**src/rtl/fetch_stage_if.sv**
```systemverilog
// Fetch-stage signal bundle: icache read port, IF/ID write side and pipeline controls.
interface fetch_stage_if #(
  parameter int unsigned WORD_W = 32
);
  logic              imemREN;
  logic [WORD_W-1:0] imemaddr;
  logic              ihit;
  logic [WORD_W-1:0] imemload;
  logic              id_stall;
  logic              redirect;
  logic [WORD_W-1:0] redirect_pc;
  logic              halt;
  logic [WORD_W-1:0] instr_out;
  logic [WORD_W-1:0] pc_next_out;
  logic              ifid_enable;
  logic              ifid_nop;
  logic              halted;

  modport master (
    output imemREN, imemaddr, instr_out, pc_next_out, ifid_enable, ifid_nop, halted,
    input  ihit, imemload, id_stall, redirect, redirect_pc, halt
  );

  modport slave (
    input  imemREN, imemaddr, instr_out, pc_next_out, ifid_enable, ifid_nop, halted,
    output ihit, imemload, id_stall, redirect, redirect_pc, halt
  );
endinterface

```
**src/rtl/fetch_stage.sv**
```systemverilog
// Instruction fetch: owns the PC, holds icache requests until ihit, buffers one word
// across IF/ID stalls, and defers redirects/halt until any in-flight request completes.
module fetch_stage #(
  parameter int unsigned             WORD_W  = 32,
  parameter logic [WORD_W-1:0]       PC_INIT = '0
) (
  input  logic                CLK,
  input  logic                nRST,
  fetch_stage_if.master       bus
);

  typedef enum logic [1:0] {
    FETCH  = 2'd0,
    HOLD   = 2'd1,
    SQUASH = 2'd2,
    HALTED = 2'd3
  } state_t;

  localparam logic [WORD_W-1:0] FOUR = WORD_W'(4);

  state_t            state_q, state_d;
  logic [WORD_W-1:0] pc_q, pc_d;
  logic [WORD_W-1:0] hold_instr_q, hold_instr_d;
  logic [WORD_W-1:0] hold_pcn_q, hold_pcn_d;
  logic [WORD_W-1:0] pend_pc_q, pend_pc_d;
  logic              pend_halt_q, pend_halt_d;
  logic [WORD_W-1:0] pc_inc;

  assign pc_inc = pc_q + FOUR;

  always_ff @(posedge CLK or negedge nRST) begin
    if (!nRST) begin
      state_q      <= FETCH;
      pc_q         <= PC_INIT;
      hold_instr_q <= '0;
      hold_pcn_q   <= '0;
      pend_pc_q    <= '0;
      pend_halt_q  <= 1'b0;
    end else begin
      state_q      <= state_d;
      pc_q         <= pc_d;
      hold_instr_q <= hold_instr_d;
      hold_pcn_q   <= hold_pcn_d;
      pend_pc_q    <= pend_pc_d;
      pend_halt_q  <= pend_halt_d;
    end
  end

  always_comb begin
    state_d      = state_q;
    pc_d         = pc_q;
    hold_instr_d = hold_instr_q;
    hold_pcn_d   = hold_pcn_q;
    pend_pc_d    = pend_pc_q;
    pend_halt_d  = pend_halt_q;
    case (state_q)
      FETCH: begin
        if (bus.halt) begin
          if (bus.ihit) begin
            state_d = HALTED;
          end else begin
            pend_halt_d = 1'b1;
            state_d     = SQUASH;
          end
        end else if (bus.redirect) begin
          if (bus.ihit) begin
            pc_d = bus.redirect_pc;
          end else begin
            pend_pc_d = bus.redirect_pc;
            state_d   = SQUASH;
          end
        end else if (bus.ihit) begin
          pc_d = pc_inc;
          if (bus.id_stall) begin
            hold_instr_d = bus.imemload;
            hold_pcn_d   = pc_inc;
            state_d      = HOLD;
          end
        end
      end
      HOLD: begin
        if (bus.halt) begin
          state_d = HALTED;
        end else if (bus.redirect) begin
          pc_d    = bus.redirect_pc;
          state_d = FETCH;
        end else if (!bus.id_stall) begin
          state_d = FETCH;
        end
      end
      SQUASH: begin
        // Requests arriving on the completing cycle still count, latest redirect wins.
        if (bus.ihit) begin
          if (pend_halt_q || bus.halt) begin
            state_d = HALTED;
          end else begin
            pc_d    = bus.redirect ? bus.redirect_pc : pend_pc_q;
            state_d = FETCH;
          end
        end else begin
          if (bus.halt)     pend_halt_d = 1'b1;
          if (bus.redirect) pend_pc_d   = bus.redirect_pc;
        end
      end
      HALTED: begin
      end
      default: state_d = FETCH;
    endcase
  end

  always_comb begin
    bus.imemREN     = 1'b0;
    bus.imemaddr    = pc_q;
    bus.instr_out   = bus.imemload;
    bus.pc_next_out = pc_inc;
    bus.ifid_enable = 1'b0;
    bus.ifid_nop    = 1'b1;
    bus.halted      = 1'b0;
    case (state_q)
      FETCH: begin
        bus.imemREN = 1'b1;
        if (!(bus.halt || bus.redirect)) begin
          if (bus.ihit) begin
            bus.ifid_enable = !bus.id_stall;
            bus.ifid_nop    = 1'b0;
          end else begin
            bus.ifid_nop    = !bus.id_stall;
          end
        end
      end
      HOLD: begin
        bus.instr_out   = hold_instr_q;
        bus.pc_next_out = hold_pcn_q;
        if (!(bus.halt || bus.redirect)) begin
          bus.ifid_enable = !bus.id_stall;
          bus.ifid_nop    = 1'b0;
        end
      end
      SQUASH: begin
        bus.imemREN = 1'b1;
      end
      HALTED: begin
        bus.halted = 1'b1;
      end
      default: begin
      end
    endcase
  end

endmodule

```
**src/flat_wrapper.sv**
```systemverilog
// flat-port wrapper written by rule: the top's interface ports become plain ports
module fetch_stage_flat 
#(
  parameter int unsigned             WORD_W  = 32,
  parameter logic [WORD_W-1:0]       PC_INIT = '0
)
  (CLK, nRST, bus_imemREN, bus_imemaddr, bus_instr_out, bus_pc_next_out, bus_ifid_enable, bus_ifid_nop, bus_halted, bus_ihit, bus_imemload, bus_id_stall, bus_redirect, bus_redirect_pc, bus_halt);
  fetch_stage_if #(.WORD_W(WORD_W)) bus_i ();
  input  logic CLK;
  input  logic nRST;
  output wire logic [$bits(bus_i.imemREN)-1:0] bus_imemREN;
  output wire logic [$bits(bus_i.imemaddr)-1:0] bus_imemaddr;
  output wire logic [$bits(bus_i.instr_out)-1:0] bus_instr_out;
  output wire logic [$bits(bus_i.pc_next_out)-1:0] bus_pc_next_out;
  output wire logic [$bits(bus_i.ifid_enable)-1:0] bus_ifid_enable;
  output wire logic [$bits(bus_i.ifid_nop)-1:0] bus_ifid_nop;
  output wire logic [$bits(bus_i.halted)-1:0] bus_halted;
  input wire logic [$bits(bus_i.ihit)-1:0] bus_ihit;
  input wire logic [$bits(bus_i.imemload)-1:0] bus_imemload;
  input wire logic [$bits(bus_i.id_stall)-1:0] bus_id_stall;
  input wire logic [$bits(bus_i.redirect)-1:0] bus_redirect;
  input wire logic [$bits(bus_i.redirect_pc)-1:0] bus_redirect_pc;
  input wire logic [$bits(bus_i.halt)-1:0] bus_halt;
  assign bus_imemREN = bus_i.imemREN;
  assign bus_imemaddr = bus_i.imemaddr;
  assign bus_instr_out = bus_i.instr_out;
  assign bus_pc_next_out = bus_i.pc_next_out;
  assign bus_ifid_enable = bus_i.ifid_enable;
  assign bus_ifid_nop = bus_i.ifid_nop;
  assign bus_halted = bus_i.halted;
  assign bus_i.ihit = bus_ihit;
  assign bus_i.imemload = bus_imemload;
  assign bus_i.id_stall = bus_id_stall;
  assign bus_i.redirect = bus_redirect;
  assign bus_i.redirect_pc = bus_redirect_pc;
  assign bus_i.halt = bus_halt;
  fetch_stage #(.WORD_W(WORD_W), .PC_INIT(PC_INIT)) u_core (.CLK(CLK), .nRST(nRST), .bus(bus_i));
endmodule
```
**config.mk**
```make
export PLATFORM = sky130hd
export DESIGN_NAME = fetch_stage_flat
export DESIGN_NICKNAME = d
export VERILOG_FILES = /design/src/rtl/fetch_stage_if.sv /design/src/rtl/fetch_stage.sv /design/src/flat_wrapper.sv
export SDC_FILE = /design/constraint.sdc
export NUM_CORES = 1
export LEC_CHECK = 0
export BUFFER_PORTS_ARGS = -buffer_cell sky130_fd_sc_hd__buf_2
export CAP_MARGIN = 15
export CELL_PAD_IN_SITES_DETAIL_PLACEMENT = 0
export CELL_PAD_IN_SITES_GLOBAL_PLACEMENT = 1
export CORE_AREA = 2 2 177 109
export DETAILED_ROUTE_END_ITERATION = 10
export DIE_AREA = 0 0 179 111
export PLACE_DENSITY = 0.89
export SYNTH_ARGS = -nofsm -noshare
export SYNTH_HDL_FRONTEND = slang
export SYNTH_SLANG_ARGS = --single-unit
```
**constraint.sdc**
```tcl
create_clock -name CLK -period 2.6 [get_ports CLK]
set_clock_uncertainty 0.15 [all_clocks]
set_input_delay 0.52 -clock CLK [delete_from_list [all_inputs] [get_ports CLK]]
set_output_delay 0.52 -clock CLK [all_outputs]
set_load 0.005 [all_outputs]
```
==> results.md <==
- Status: finished, violations left
- Failing checks: setup timing
- Dpl ws: 18.6 ps
- ANT nets after route: 0
- Placed cell area: ~9300 sq um
- Worst-case hold slack: 184 ps
- Skew-Pair Late Insertion Delay: approximately 420 ps
- Port Buffers: 169
- Clock transition time at the flip-flop clock pins of the worst setup and hold paths: around 70 ps
- Final Setup Violations: 20
- Period utilization: 115%
- RSZ-0062 raised after global routing: true
- CTS tree: built
- VDD IR max: between 0.6 and 0.7 mV
- Worst path max stage delay: about 570 ps
- Avg Vias per Cell: around 5.7
- Root Buffer: clkbuf_16
- Setup CP Type: register to output port
- Worst path required time: 1930 ps
- Initial antenna violation count: 2
- Area grow syn2layout: 42.8%
- DRT iter0 DRCs: 580
- Final Wtd Congestion: ~0.86
- Seq/Total Area, Yosys: between 40% and 50%
- Avg WL per Cell: slightly above 20 um
- Synth unique cells: 65
- Setup crit start kind: register
- Via Count: between 6000 and 7000
- Fmax: ~330 MHz
- I/O pins: 170
- Nets: 1026
- Tmin final: approximately 3000 ps
- Cts bufs inserted: 17
- Synthesized area per cell: approximately 11 sq um
- Cells after Synth: 693
- Post-synthesis net count: around 770
- GRT overflow: 0
- Setup tns final: -5340 ps
- Post-synth ARST share: 100%
- First-pass GRT wire length: ~37000 um
- Family with the most delay on the worst path: simple AND/OR/NAND/NOR gates
- Synth Flop Type: dfrtp_1
- Worst setup EP type: output port
- Cell area after synthesis: 7740 sq um
- Num Clock Sinks: ~130
- H-Tree Depth: 4
- Area of the core: approximately 18000 sq um
- Pin count of the biggest net entering global routing: 50
- Worst-margin pin slew: approximately 650 ps
- Vias in the first global route: just under 7000
- Final Hold Vio Count: 0
- DIE AREA: 19900 sq um
- Cells after DPL: 1130
- DRC viols: 0
- CP arrival: 2320 ps
- Power Dens Cells: 1240 nW/um^2
- Detailed Place HPWL: 16100 um
- #FFs+latches synth: about 130
- Die Span Y: between 100 and 150 um
- Max Transition Viols Final: 0
- Post-Route WL: between 20000 and 25000 um
- Final non-filler cell total: 1212
- Leakage power: approximately 5.2 nW
- Critical path peak fanout: 3
- Slowest-stage cell, CP: or4_4
- Die Wd: around 180 um
- HP Class: input port to register
- Slew headroom: approximately 56%
- Buf/Inv on CP: 1
- GR Util All Layers: 24.3%
- Final instance area: roughly 11000 sq um
- First-pass DRT Iterations: 7
- Max_cap viols: 0
- Final setup margin: -388 ps
- Initial Utilization: 41.9%
- Row count: 39
- EDFF count, synth: 0
- Worst-path cell chain: nand3_2 > or4_4 > nor3_4 > xor2_1 > mux2_4 > buf_6
- Yosys warns: 0
- Clock Tree Buf Depth: 2
- Share of layout cells above drive strength 1: between 50 and 60%
==> repair_timing <==
action / 4_1_cts / 5_1_grt
setup endpoints to repair: 64 / 73
pin swaps: 26 / 14
setup buffers: 32 / 15
resized for setup: 71 / 87
gates cloned: 1 / 2
hold endpoints to repair: 41 / 0
hold buffers: 1 / 0
==> registers in the layout (all words and copies together) (netlist names) <==
register and count:
u_core.hold_pcn_q 32, u_core.hold_instr_q 32, u_core.bus.imemaddr 32, u_core.state_q 2, u_core.pend_halt_q 1, u_core.pend_pc_q 32
==> final timing paths <==
| path | cells after the start | from | endpoint | slack, ps |
|---|---|---|---|---|
| worst max-delay path | 6 | u_core.bus.imemaddr[3]$_DFFE_PN0P_ | bus_pc_next_out[29] | -390 |
| min in group asynchronous | 2 | nRST | u_core.hold_pcn_q[20]$_DFFE_PN0P_ | 440 |
| worst min-delay path | 2 | bus_imemload[19] | u_core.hold_instr_q[19]$_DFFE_PN0P_ | 180 |
| worst max register to register | 12 | u_core.bus.imemaddr[6]$_DFFE_PN0P_ | u_core.bus.imemaddr[10]$_DFFE_PN0P_ | 90 |
| max in group asynchronous | 3 | nRST | u_core.hold_pcn_q[2]$_DFFE_PN0P_ | 1140 |
| worst min register to register | 2 | u_core.pend_pc_q[7]$_DFFE_PN0P_ | u_core.pend_pc_q[7]$_DFFE_PN0P_ | 340 |
==> report_power, final <==
group	internal (W)	total [W]	leakage, nW	switching (W)
Combinational	0.00407	0.00782	3.32	0.00375
Clock	0.00127	0.00229	0.279	0.00102
Sequential	0.00300	0.00362	1.63	0.000619
Total	0.00834	0.0137	5.23	0.00539
==> logic make-up (layout without fill, tap and decap cells) <==
logic type               Yosys count  after routing  share of synthesized area (%)
AND/OR/NAND/NOR                  123            123                           9.18
flip-flops                       131            131                           42.3
other                              0              2                              0
adder cells (fa/ha/maj)            5              5                          0.808
XOR/XNOR                          28             28                           3.17
buffers and inverters             63            334                           3.83
multiplexers                     180            180                           26.0
AO/OA/AOI/OAI                    163            163                           14.7
==> per-layer routing <==
metal	global-route usage (%)	vias up	share of wire (%)	wire [um]
met4	5.80	0	0.79	195
li1	-	3141	-	-
met3	7.72	18	8.3	2040
met2	34.6	260	43	10700
met5	0	-	0	0
met1	35.7	3504	47	11700
==> Yosys cell counts (3+ instances only) <==
cell type | count | area share, %
a22oi_1 | 6 | 0.58
a211oi_1 | 5 | 0.48
and4_1 | 3 | 0.34
a21oi_1 | 31 | 2.0
nor2_1 | 30 | 1.5
nand3_2 | 4 | 0.52
xnor2_1 | 18 | 2.0
buf_4 | 3 | 0.29
nor4_1 | 3 | 0.24
dfrtp_1 | 131 | 42
o31a_1 | 5 | 0.57
mux2_2 | 167 | 24
a21o_1 | 4 | 0.39
nand2_1 | 35 | 1.7
buf_1 | 3 | 0.15
o31ai_1 | 13 | 1.3
mux2i_1 | 11 | 1.4
buf_2 | 20 | 1.3
a222oi_1 | 3 | 0.39
o21ai_0 | 35 | 2.3
ha_1 | 5 | 0.81
a31o_2 | 4 | 0.45
xor2_1 | 10 | 1.1
o211ai_1 | 4 | 0.39
inv_1 | 9 | 0.44
nand2b_1 | 3 | 0.24
o2bb2ai_1 | 3 | 0.34
a221oi_1 | 13 | 1.5
clkbuf_1 | 22 | 1.1
nand4_1 | 8 | 0.65
a31oi_1 | 4 | 0.32
nand3_1 | 7 | 0.45
a32o_1 | 4 | 0.52
nor3_1 | 4 | 0.26
and3_1 | 7 | 0.57
buf_6 | 3 | 0.44
a22o_1 | 12 | 1.4
==> layout by cell type, fill, tap and decap left out, drive strengths merged, types with 15 or more instances in the layout <==
master  instances
buf           288
mux2          169
dfrtp         131
o21ai          36
nand2          36
a21oi          31
nor2           30
clkbuf         20
xnor2          18
inv            15
==> layout make-up <==
class	count	area (sq um)
multi-input combinational	499	4660
tap	246	308
antenna	2	5.00
timing repair buffer	291	2200
inverter	11	41.3
fill	1451	7440
clock inverter	14	120
sequential	131	3280
clock buffer	18	439
==> worst register-to-register path: stages, from the launching register on <==
cell	delay, ps
dfrtp_1	400
buf_6	120
and4_4	250
nand4_1	150
buf_4	180
buf_4	120
buf_4	120
buf_4	120
buf_4	120
buf_4	120
buf_4	140
a31o_4	210
a32o_1	210
==> per-stage QoR <==
step,total power [W],util (%)
after floorplan,0.00753,-
after global placement,0.00990,50.2
after detailed placement,0.0100,50.2
after CTS,0.0128,56.5
after global routing,0.0146,59.7
final,0.0137,59.8
Note: power is estimated with default switching activity, not from simulation.
